===== src/rtl/alu_seq_pkg.sv =====
// alu_seq_pkg: RV32I major-opcode constants, sequencer FSM state type and
// the opcode classification helpers shared by the classifier and hazard logic.
package alu_seq_pkg;

  localparam logic [6:0] OP_R      = 7'b0110011;
  localparam logic [6:0] OP_I      = 7'b0010011;
  localparam logic [6:0] OP_LOAD   = 7'b0000011;
  localparam logic [6:0] OP_STORE  = 7'b0100011;
  localparam logic [6:0] OP_BRANCH = 7'b1100011;
  localparam logic [6:0] OP_JALR   = 7'b1100111;
  localparam logic [6:0] OP_LUI    = 7'b0110111;
  localparam logic [6:0] OP_AUIPC  = 7'b0010111;
  localparam logic [6:0] OP_JAL    = 7'b1101111;

  typedef enum logic [1:0] {
    ST_IDLE = 2'd0,
    ST_READ = 2'd1,
    ST_EXEC = 2'd2,
    ST_WB   = 2'd3
  } state_e;

  function automatic logic is_legal(input logic [6:0] opcode);
    case (opcode)
      OP_R, OP_I, OP_LOAD, OP_STORE, OP_BRANCH,
      OP_JALR, OP_LUI, OP_AUIPC, OP_JAL: is_legal = 1'b1;
      default:                           is_legal = 1'b0;
    endcase
  endfunction

  function automatic logic writes_rd(input logic [6:0] opcode);
    case (opcode)
      OP_R, OP_I, OP_JALR, OP_LUI, OP_AUIPC, OP_JAL: writes_rd = 1'b1;
      default:                                       writes_rd = 1'b0;
    endcase
  endfunction

  // U/J formats carry no source registers, so their index fields are don't-care.
  function automatic logic uses_rs(input logic [6:0] opcode);
    case (opcode)
      OP_LUI, OP_AUIPC, OP_JAL: uses_rs = 1'b0;
      default:                  uses_rs = is_legal(opcode);
    endcase
  endfunction

endpackage


===== src/rtl/alu_seq_classify.sv =====
// alu_seq_classify: combinational opcode decoder producing the legal,
// writes-rd and uses-source-registers flags.
module alu_seq_classify
  import alu_seq_pkg::*;
(
  input  logic [6:0] i_opcode,
  output logic       o_legal,
  output logic       o_writes_rd,
  output logic       o_uses_rs
);

  assign o_legal     = is_legal(i_opcode);
  assign o_writes_rd = writes_rd(i_opcode);
  assign o_uses_rs   = uses_rs(i_opcode);

endmodule


===== src/rtl/alu_sequencer.sv =====
// alu_sequencer: IDLE->READ->EXEC->WB execute controller feeding the ALU datapath.
// Optional macro ALU_SEQ_PERF_EN adds retired-instruction and stall counters.
module alu_sequencer
  import alu_seq_pkg::*;
#(
  parameter int EXEC_CYCLES = 1,
  parameter int XLEN        = 32
) (
  input  logic            CLK,
  input  logic            RST,
  input  logic            iVALID,
  output logic            oREADY,
  input  logic [6:0]      iOPCODE,
  input  logic [4:0]      iRD,
  input  logic [4:0]      iRS1,
  input  logic [4:0]      iRS2,
  output logic [4:0]      oRF_RS1,
  output logic [4:0]      oRF_RS2,
  input  logic [XLEN-1:0] iRF_DATA1,
  input  logic [XLEN-1:0] iRF_DATA2,
  output logic [6:0]      oALU_OPCODE,
  output logic [XLEN-1:0] oALU_IN1,
  output logic [XLEN-1:0] oALU_IN2,
  input  logic [XLEN-1:0] iALU_OUT,
  output logic            oWB_EN,
  output logic [4:0]      oWB_RD,
  output logic [XLEN-1:0] oWB_DATA,
  output logic            oRESULT_VALID,
  output logic [XLEN-1:0] oRESULT,
  output logic            oILLEGAL,
  output logic            oBUSY
`ifdef ALU_SEQ_PERF_EN
  ,
  output logic [31:0]     oPERF_RETIRED,
  output logic [31:0]     oPERF_STALL
`endif
);

  if (EXEC_CYCLES < 1) begin : g_exec_cycles_check
    $error("alu_sequencer: EXEC_CYCLES must be >= 1");
  end

  localparam int CW = $clog2(EXEC_CYCLES + 1);
  localparam logic [CW-1:0] LP_CNT_LOAD = CW'(EXEC_CYCLES);
  localparam logic [CW-1:0] LP_CNT_ONE  = CW'(1);

  state_e            r_state;
  state_e            w_next_state;
  logic              w_ready;
  logic              w_accept;
  logic              w_legal;
  logic              w_writes_rd;
  logic              w_uses_rs;
  logic [6:0]        r_opcode;
  logic [4:0]        r_rd;
  logic              r_writes_rd;
  logic [CW-1:0]     r_cnt;
  logic [4:0]        r_rf_rs1;
  logic [4:0]        r_rf_rs2;
  logic [6:0]        r_alu_opcode;
  logic [XLEN-1:0]   r_alu_in1;
  logic [XLEN-1:0]   r_alu_in2;
  logic              r_wb_en;
  logic [4:0]        r_wb_rd;
  logic [XLEN-1:0]   r_wb_data;
  logic              r_result_valid;
  logic [XLEN-1:0]   r_result;
  logic              r_illegal;

  alu_seq_classify u_classify (
    .i_opcode    (iOPCODE),
    .o_legal     (w_legal),
    .o_writes_rd (w_writes_rd),
    .o_uses_rs   (w_uses_rs)
  );

  assign w_ready  = (r_state == ST_IDLE);
  assign w_accept = iVALID && w_ready;

  always_ff @(posedge CLK or posedge RST) begin
    if (RST) r_state <= ST_IDLE;
    else     r_state <= w_next_state;
  end

  always_comb begin
    w_next_state = r_state;
    case (r_state)
      ST_IDLE: begin
        if (w_accept && w_legal) w_next_state = ST_READ;
        else                     w_next_state = ST_IDLE;
      end
      ST_READ: w_next_state = ST_EXEC;
      ST_EXEC: begin
        if (r_cnt == LP_CNT_ONE) w_next_state = ST_WB;
        else                     w_next_state = ST_EXEC;
      end
      ST_WB:   w_next_state = ST_IDLE;
      default: w_next_state = ST_IDLE;
    endcase
  end

  // Result/write-back fields are single-cycle pulses; ALU routing is zero outside EXEC.
  always_ff @(posedge CLK or posedge RST) begin
    if (RST) begin
      r_opcode       <= 7'd0;
      r_rd           <= 5'd0;
      r_writes_rd    <= 1'b0;
      r_cnt          <= '0;
      r_rf_rs1       <= 5'd0;
      r_rf_rs2       <= 5'd0;
      r_alu_opcode   <= 7'd0;
      r_alu_in1      <= '0;
      r_alu_in2      <= '0;
      r_wb_en        <= 1'b0;
      r_wb_rd        <= 5'd0;
      r_wb_data      <= '0;
      r_result_valid <= 1'b0;
      r_result       <= '0;
      r_illegal      <= 1'b0;
    end else begin
      r_illegal      <= w_accept && !w_legal;
      r_wb_en        <= 1'b0;
      r_wb_rd        <= 5'd0;
      r_wb_data      <= '0;
      r_result_valid <= 1'b0;
      r_result       <= '0;
      case (r_state)
        ST_IDLE: begin
          if (w_accept && w_legal) begin
            r_opcode    <= iOPCODE;
            r_rd        <= iRD;
            r_writes_rd <= w_writes_rd;
            r_rf_rs1    <= w_uses_rs ? iRS1 : 5'd0;
            r_rf_rs2    <= w_uses_rs ? iRS2 : 5'd0;
          end
        end
        ST_READ: begin
          r_alu_opcode <= r_opcode;
          r_alu_in1    <= iRF_DATA1;
          r_alu_in2    <= iRF_DATA2;
          r_cnt        <= LP_CNT_LOAD;
          r_rf_rs1     <= 5'd0;
          r_rf_rs2     <= 5'd0;
        end
        ST_EXEC: begin
          if (r_cnt == LP_CNT_ONE) begin
            r_cnt          <= '0;
            r_alu_opcode   <= 7'd0;
            r_alu_in1      <= '0;
            r_alu_in2      <= '0;
            r_result_valid <= 1'b1;
            r_result       <= iALU_OUT;
            r_wb_en        <= r_writes_rd && (r_rd != 5'd0);
            r_wb_rd        <= r_rd;
            r_wb_data      <= iALU_OUT;
          end else begin
            r_cnt <= r_cnt - LP_CNT_ONE;
          end
        end
        ST_WB: begin
          r_cnt <= '0;
        end
        default: begin
          r_cnt <= '0;
        end
      endcase
    end
  end

  assign oREADY        = w_ready;
  assign oBUSY         = !w_ready;
  assign oRF_RS1       = r_rf_rs1;
  assign oRF_RS2       = r_rf_rs2;
  assign oALU_OPCODE   = r_alu_opcode;
  assign oALU_IN1      = r_alu_in1;
  assign oALU_IN2      = r_alu_in2;
  assign oWB_EN        = r_wb_en;
  assign oWB_RD        = r_wb_rd;
  assign oWB_DATA      = r_wb_data;
  assign oRESULT_VALID = r_result_valid;
  assign oRESULT       = r_result;
  assign oILLEGAL      = r_illegal;

`ifdef ALU_SEQ_PERF_EN
  logic [31:0] r_perf_retired;
  logic [31:0] r_perf_stall;

  always_ff @(posedge CLK or posedge RST) begin
    if (RST) begin
      r_perf_retired <= 32'd0;
      r_perf_stall   <= 32'd0;
    end else begin
      if (r_result_valid) r_perf_retired <= r_perf_retired + 32'd1;
      else                r_perf_retired <= r_perf_retired;
      if (iVALID && !w_ready) r_perf_stall <= r_perf_stall + 32'd1;
      else                    r_perf_stall <= r_perf_stall;
    end
  end

  assign oPERF_RETIRED = r_perf_retired;
  assign oPERF_STALL   = r_perf_stall;
`endif

endmodule


===== config.mk =====
export PLATFORM = sky130hd
export DESIGN_NAME = alu_sequencer
export DESIGN_NICKNAME = d
export VERILOG_FILES = /design/src/rtl/alu_seq_pkg.sv /design/src/rtl/alu_seq_classify.sv /design/src/rtl/alu_sequencer.sv
export SDC_FILE = /design/constraint.sdc
export NUM_CORES = 1
export LEC_CHECK = 0
export BUFFER_PORTS_ARGS = -buffer_cell sky130_fd_sc_hd__buf_2
export CAP_MARGIN = 25
export CORE_UTILIZATION = 45
export DETAILED_ROUTE_END_ITERATION = 10
export PLACE_DENSITY = 0.8
export SYNTH_ARGS = -nofsm -noshare
export SYNTH_HDL_FRONTEND = slang
export SYNTH_SLANG_ARGS = --single-unit

===== constraint.sdc =====
create_clock -name CLK -period 4.8 [get_ports CLK]
set_input_delay 0.24 -clock CLK [delete_from_list [all_inputs] [get_ports CLK]]
set_output_delay 0.24 -clock CLK [all_outputs]
set_load 0.01 [all_outputs]

Word level (Yosys, flattened, before mapping)
Index checks and enable logic that the tools add are counted.
{"block": "word_totals", "reg_bits": 137, "inputBits": 121, "out_inout_bits": 155}
{"block": "op_classes", "n_addsub": 1, "n_mux": 27, "n_reduce_logical": 17, "n_eq_ne": 14}
{"operator": "32-bit one-hot mux with 2 select lines", "n": 2}
{"operator": "32-bit 2-to-1 mux", "n": 3}
{"operator": "5-bit 2-to-1 mux", "n": 6}
{"operator": "7-bit by 6-bit equality test with 1-bit output, second input constant", "n": 3}
{"operator": "7-bit equality test, second input constant", "n": 3}
{"operator": "5-bit one-hot mux with 2 select lines", "n": 2}
{"operator": "7-bit by 5-bit equality test with 1-bit output, second input constant", "n": 2}
{"operator": "7-bit one-hot mux with 2 select lines", "n": 1}
{"operator": "1-bit 2-to-1 mux", "n": 10}
{"operator": "9-bit OR reduction", "n": 1}
{"operator": "2-bit one-hot mux with 4 select lines", "n": 1}
{"operator": "7-bit by 2-bit equality test with 1-bit output, second input constant", "n": 1}
{"operator": "7-bit 2-to-1 mux", "n": 1}
{"operator": "2-bit AND reduction", "n": 3}
{"operator": "6-bit OR reduction", "n": 1}
{"operator": "5-bit nonzero test", "n": 1}
{"operator": "2-bit equality test, second input constant", "n": 2}
{"operator": "1-bit logical AND", "n": 4}
{"operator": "2-bit nonzero test", "n": 2}
{"operator": "1-bit one-hot mux with 3 select lines", "n": 1}
{"operator": "3-bit nonzero test", "n": 1}
{"operator": "3-bit OR reduction", "n": 1}
{"operator": "2-bit by 1-bit equality test with 1-bit output, second input constant", "n": 1}
{"operator": "1-bit logical NOT", "n": 2}
{"operator": "other kinds (4)", "n": 4}

Logic depth before layout (Yosys ltp)
{"block": "logic_depth", "word_depth": 7, "depth_mapped": 7, "mapped_depth_nobuf": 6}

By module
A second synthesis with hierarchy kept.
{"block": "unflattened", "hier_cells": 372, "area_unflattened_um2": 5217.5}
{"module": "alu_sequencer", "cells_per_inst": 359, "instances": 1, "area_each_um2": 5143.7}
{"module": "alu_seq_classify", "cells_per_inst": 13, "instances": 1, "area_each_um2": 73.8}

Least setup slack after synthesis
No wires, ideal clock.
{"block": "synth_timing", "kind": "reg-to-reg", "start": "reg r_state[0]", "end": "reg r_opcode[2]", "path_stages_with_launch": 8, "path_slack_ps": 2979, "arrival_ps": 1696, "path_cell_list": "dfrtp_1 inv_1 ha_1 nand2_1 nor4b_4 nand2_4 buf_6 mux2_4"}
{"block": "synth_between", "elab_chain_cells": 4}
{"item": "from (decl)", "line": "alu_sequencer.sv:47", "source": "state_e r_state;"}
{"item": "from (signal assigned)", "line": "alu_sequencer.sv:82", "source": "else r_state <= w_next_state;"}
{"item": "2-bit logical NOT (*)", "line": "alu_sequencer.sv:77", "source": "assign w_ready = (r_state == ST_IDLE);"}
{"item": "via oREADY", "line": "alu_sequencer.sv:12", "source": "output logic oREADY,"}
{"item": "1-bit logical AND", "line": "alu_sequencer.sv:78", "source": "assign w_accept = iVALID && w_ready;"}
{"item": "1-bit logical AND", "line": "alu_sequencer.sv:129", "source": "if (w_accept && w_legal) begin"}
{"item": "2-bit AND reduction (no line) (*)"}
{"item": "to (signal assigned)", "line": "alu_sequencer.sv:130", "source": "r_opcode <= iOPCODE;"}
{"item": "to (decl)", "line": "alu_sequencer.sv:54", "source": "logic [6:0] r_opcode;"}
Mark *: on every way through the listed nets, which the timed path passes. The rest lies on a longest branch.
A chain may end at the register's enable or synchronous reset.

Final worst setup path
{"block": "layout_timing", "start": "reg r_state[0]", "end": "reg r_alu_in2[26] (netlist: oALU_IN2[26])"}
{"block": "layout_between", "elab_chain_cells": 3, "word_cells_on_any_way": 6}
{"item": "2-bit equality test / 2-bit by 1-bit equality test with 1-bit output (equally long branches)", "line": "alu_sequencer.sv:127", "source": "case (r_state)"}
{"item": "2-bit != test (no line) / 2-bit nonzero test (equally long branches)"}
{"item": "2-bit AND reduction (no line)"}
{"item": "to (signal assigned)", "line": "alu_sequencer.sv:140", "source": "r_alu_in2 <= iRF_DATA2;"}
{"item": "to (decl)", "line": "alu_sequencer.sv:62", "source": "logic [XLEN-1:0] r_alu_in2;"}
Parallel ways exist; a longest one is shown, timed or not.

==> metrics.md <==
| Metric | Value |
|---|---|
| Maxcap violations | `0` |
| Hold wc startpoint | `iRS1[0]` |
| Post-synth EDFFs | `0` |
| Worst slew margin | `40.2%` |
| Tmin final | `2.71 ns` |
| Post-synthesis mux area share | `2.97%` |
| Final period utilization | `56.4%` |
| Largest net degree at the start of global routing | `81` |
| Nets@finish | `730` |
| Initial core utilization | `47.0%` |
| Highest clock rate | `0.369 GHz` |
| Grt met3 use | `5.22%` |
| R2r setup slk | `2.09 ns` |
| Worst Hold Class | `in2reg` |
| Multi-input gate area | `1390 sq um` |
| Syn Area/Cell | `14.3 sq um` |
| DP HPWL | `8590 microns` |
| Filler cells | `850` |
| # DRC | `0` |
| Gr ovfl total | `0` |
| Initial antenna violation count | `0` |
| Die Height | `109 microns` |
| DRT Wirelength | `12,400 microns` |
| Iteration count of the initial detailed-routing pass | `4` |
| Post-Route Skew | `0.00651 ns` |
| # diodes | `0` |
| Reg2reg start | `r_state[0]` |
| Syn Nets | `488` |
| # rows | `38` |
| Worst-path clk slew | `0.06 ns` |
| GR met2 Demand/Resource | `34.3%` |
| Startpoint types | `flip-flop` |
| Sequential cell area | `3430 sq um` |
| TritonCTS Buffers | `17` |
| Least-Margin Pin Slew | `0.897 ns` |
| Setup_tns | `0 ns` |
| Antenna viol nets, final | `0` |
| Worst Hold Path EP | `oRF_RS1[0]` |
| Layout cells sized above 1 | `53.4%` |
| Clock latency on the worst-skew pair | `0.39 ns` |
| Vias in the first global route | `3,698` |
| Required @ worst endpoint | `5.13 ns` |
| Critical Path Fanout Max | `72` |
| Gr busiest metal | `met2` |
| CTS tree | `yes` |
| Synth area leader | `dfrtp_1` |
| Critical path data arrival time | `3.03 ns` |
| Vias/cell | `5.08` |
| Combinational family with the most area after synthesis | `compound AO/OA/AOI/OAI gates` |
| Status | `complete, no violations` |
| Synth cell count leaders | `137 x dfrtp_1, 81 x a22o_1, 37 x and3_1` |
| Synth area leaders | `dfrtp_1 66%, a22o_1 14%, buf_4 4.6%` |
| Post-synthesis sequential area ratio | `66.1%` |
| Gr usage total | `20.6%` |
| Library cells used by synthesis | `31` |
| Die Width | `109 microns` |
| Final setup vio count | `0` |
| Top Ports | `276` |
| CTS Buffer Depth | `2` |
| H-tree depth | `4` |
| Main flop type after synthesis | `dfrtp_1` |
| GPL Wtd Cong | `0.768` |
| Top cell type's share of synthesized area | `66.1%` |
| Mapped Cells | `362` |
| Crit end category | `flip-flop` |
| Core area | `11,000 sq um` |
| Area grow syn2layout | `36.0%` |
| Hold_ws | `0.0557 ns` |
| VDD IR-drop max | `0.000346 V` |
| R2R depth | `7` |
| Worst Setup Path Type | `reg2reg` |
| Port Buffer Count | `275` |
| Power Density | `701 nW/um^2` |
| Routed WL per cell | `16.4 microns` |
| Worst Hold Depth | `2` |
| Met1 usage | `25.8%` |
| Synth Area in XOR/XNOR | `0%` |
| Die area | `12,000 sq um` |
| Root Driver | `clkbuf_16` |
| RSZ-0062 raised after global routing | `false` |
| Worst R2R End | `oALU_IN2[26]` |
| Compound-Gate Fraction of Synth Area | `15.0%` |
| Via count | `3,844` |
| Synth Area in Adders | `1.21%` |
| First-pass GRT wire length | `18,400 microns` |
| Netlist Area Pre-Place | `5180 sq um` |
| TritonCTS Sinks | `137` |
| Leakage | `0.00417 uW` |
| Simple-Gate Fraction of Synth Area | `7.43%` |
| Fin. Hold Viols | `0` |
| Buffers inserted by post-CTS timing repair | `0` |
| Register bit total from synthesis | `137` |
| Warnings from Yosys | `0` |
| Fraction of registers with async set/reset | `100%` |
| DR iter-0 viols | `204` |
| Most common cell in the netlist | `dfrtp_1` |
| Final Max Slew Viols | `0` |
## registers in the layout, summed over array words and instances, names as in the netlist
register	flops
r_opcode	7
oRESULT	32
oILLEGAL	1
oRF_RS1	5
oRF_RS2	5
r_state	2
oALU_OPCODE	7
oRESULT_VALID	1
oALU_IN2	32
oWB_EN	1
oWB_RD	5
oALU_IN1	32
r_writes_rd	1
r_rd	5
r_cnt	1
## placed cells by master, fill, tap and decap left out, types with 3 or more instances in the layout
cell and count:
clkinv_4 3, ha_1 5, clkbuf_16 17, nor2b_1 3, a22o_1 81, mux2_2 3, inv_1 4, clkinv_2 4
mux2_4 8, buf_2 275, dfrtp_1 137, bufinv_16 3, nand2b_1 3, buf_4 3, and3_1 37
## how the worst max path moves through the flow
stage	from	end	slack, ns	cells after the start
floorplan	RST	oALU_IN1[0]	0.89	1
global placement	r_state[0]	oALU_IN2[19]	1.65	7
detailed placement	r_state[0]	oALU_IN2[15]	1.50	7
CTS	r_state[0]	oALU_IN2[15]	1.48	7
global route	r_state[0]	oALU_IN1[11]	1.92	7
finish	r_state[0]	oALU_IN2[26]	2.09	7
## layer usage
| metal | up-vias | routed length [microns] |
|---|---|---|
| li1 | 1769 | - |
| met4 | 0 | 155 |
| met1 | 1885 | 5060 |
| met3 | 10 | 835 |
| met2 | 180 | 6310 |
| met5 | - | 0 |
## power breakdown
group / total, uW / internal (uW) / switching, uW
Clock: 1290 / 826 / 467
Sequential: 1910 / 1630 / 289
Combinational: 1730 / 802 / 931
Total: 4940 / 3250 / 1690
## layout make-up
| cell class | count | share of cell area, % |
|---|---|---|
| Inverter | 5 | 0.337 |
| Multi-Input combinational cell | 163 | 19.8 |
| Tap cell | 140 | 2.48 |
| Clock buffer | 19 | 6.28 |
| Sequential cell | 137 | 48.6 |
| Clock inverter | 12 | 2.15 |
| Timing Repair Buffer | 280 | 20.4 |
## critical path, cell delays in order, from the launching register on
cell and delay (ns):
dfrtp_1 0.40, inv_1 0.11, ha_1 0.31, nor2b_4 0.06
buf_4 0.34, nor2_4 0.72, buf_4 0.47, a22o_1 0.20
## per-stage QoR
stage          cells  total power [uW]  area, sq um  setup WS, ns  util [%]
2_1_floorplan    362              2990         5180         0.892         -
3_3_place_gp     723              3560         6420          1.65      58.2
3_5_place_dp     723              3630         6420          1.50      58.2
4_1_cts          755              4950         7020          1.48      63.7
5_1_grt          756              5240         7050          1.92      63.9
6_report         756              4940         7050          2.09      63.9
## kinds of logic after synthesis
group | count (synthesis)
AND/OR/NAND/NOR | 58
flip-flops | 137
adder cells (fa/ha/maj) | 5
buffers and inverters | 62
multiplexers | 11
AO/OA/AOI/OAI | 89
## repair_timing
action,4_1_cts,5_1_grt
hold endpoints to repair,46,0
hold buffers,1,0
gates resized for setup,0,0
Power figures use the tool's default switching activity.
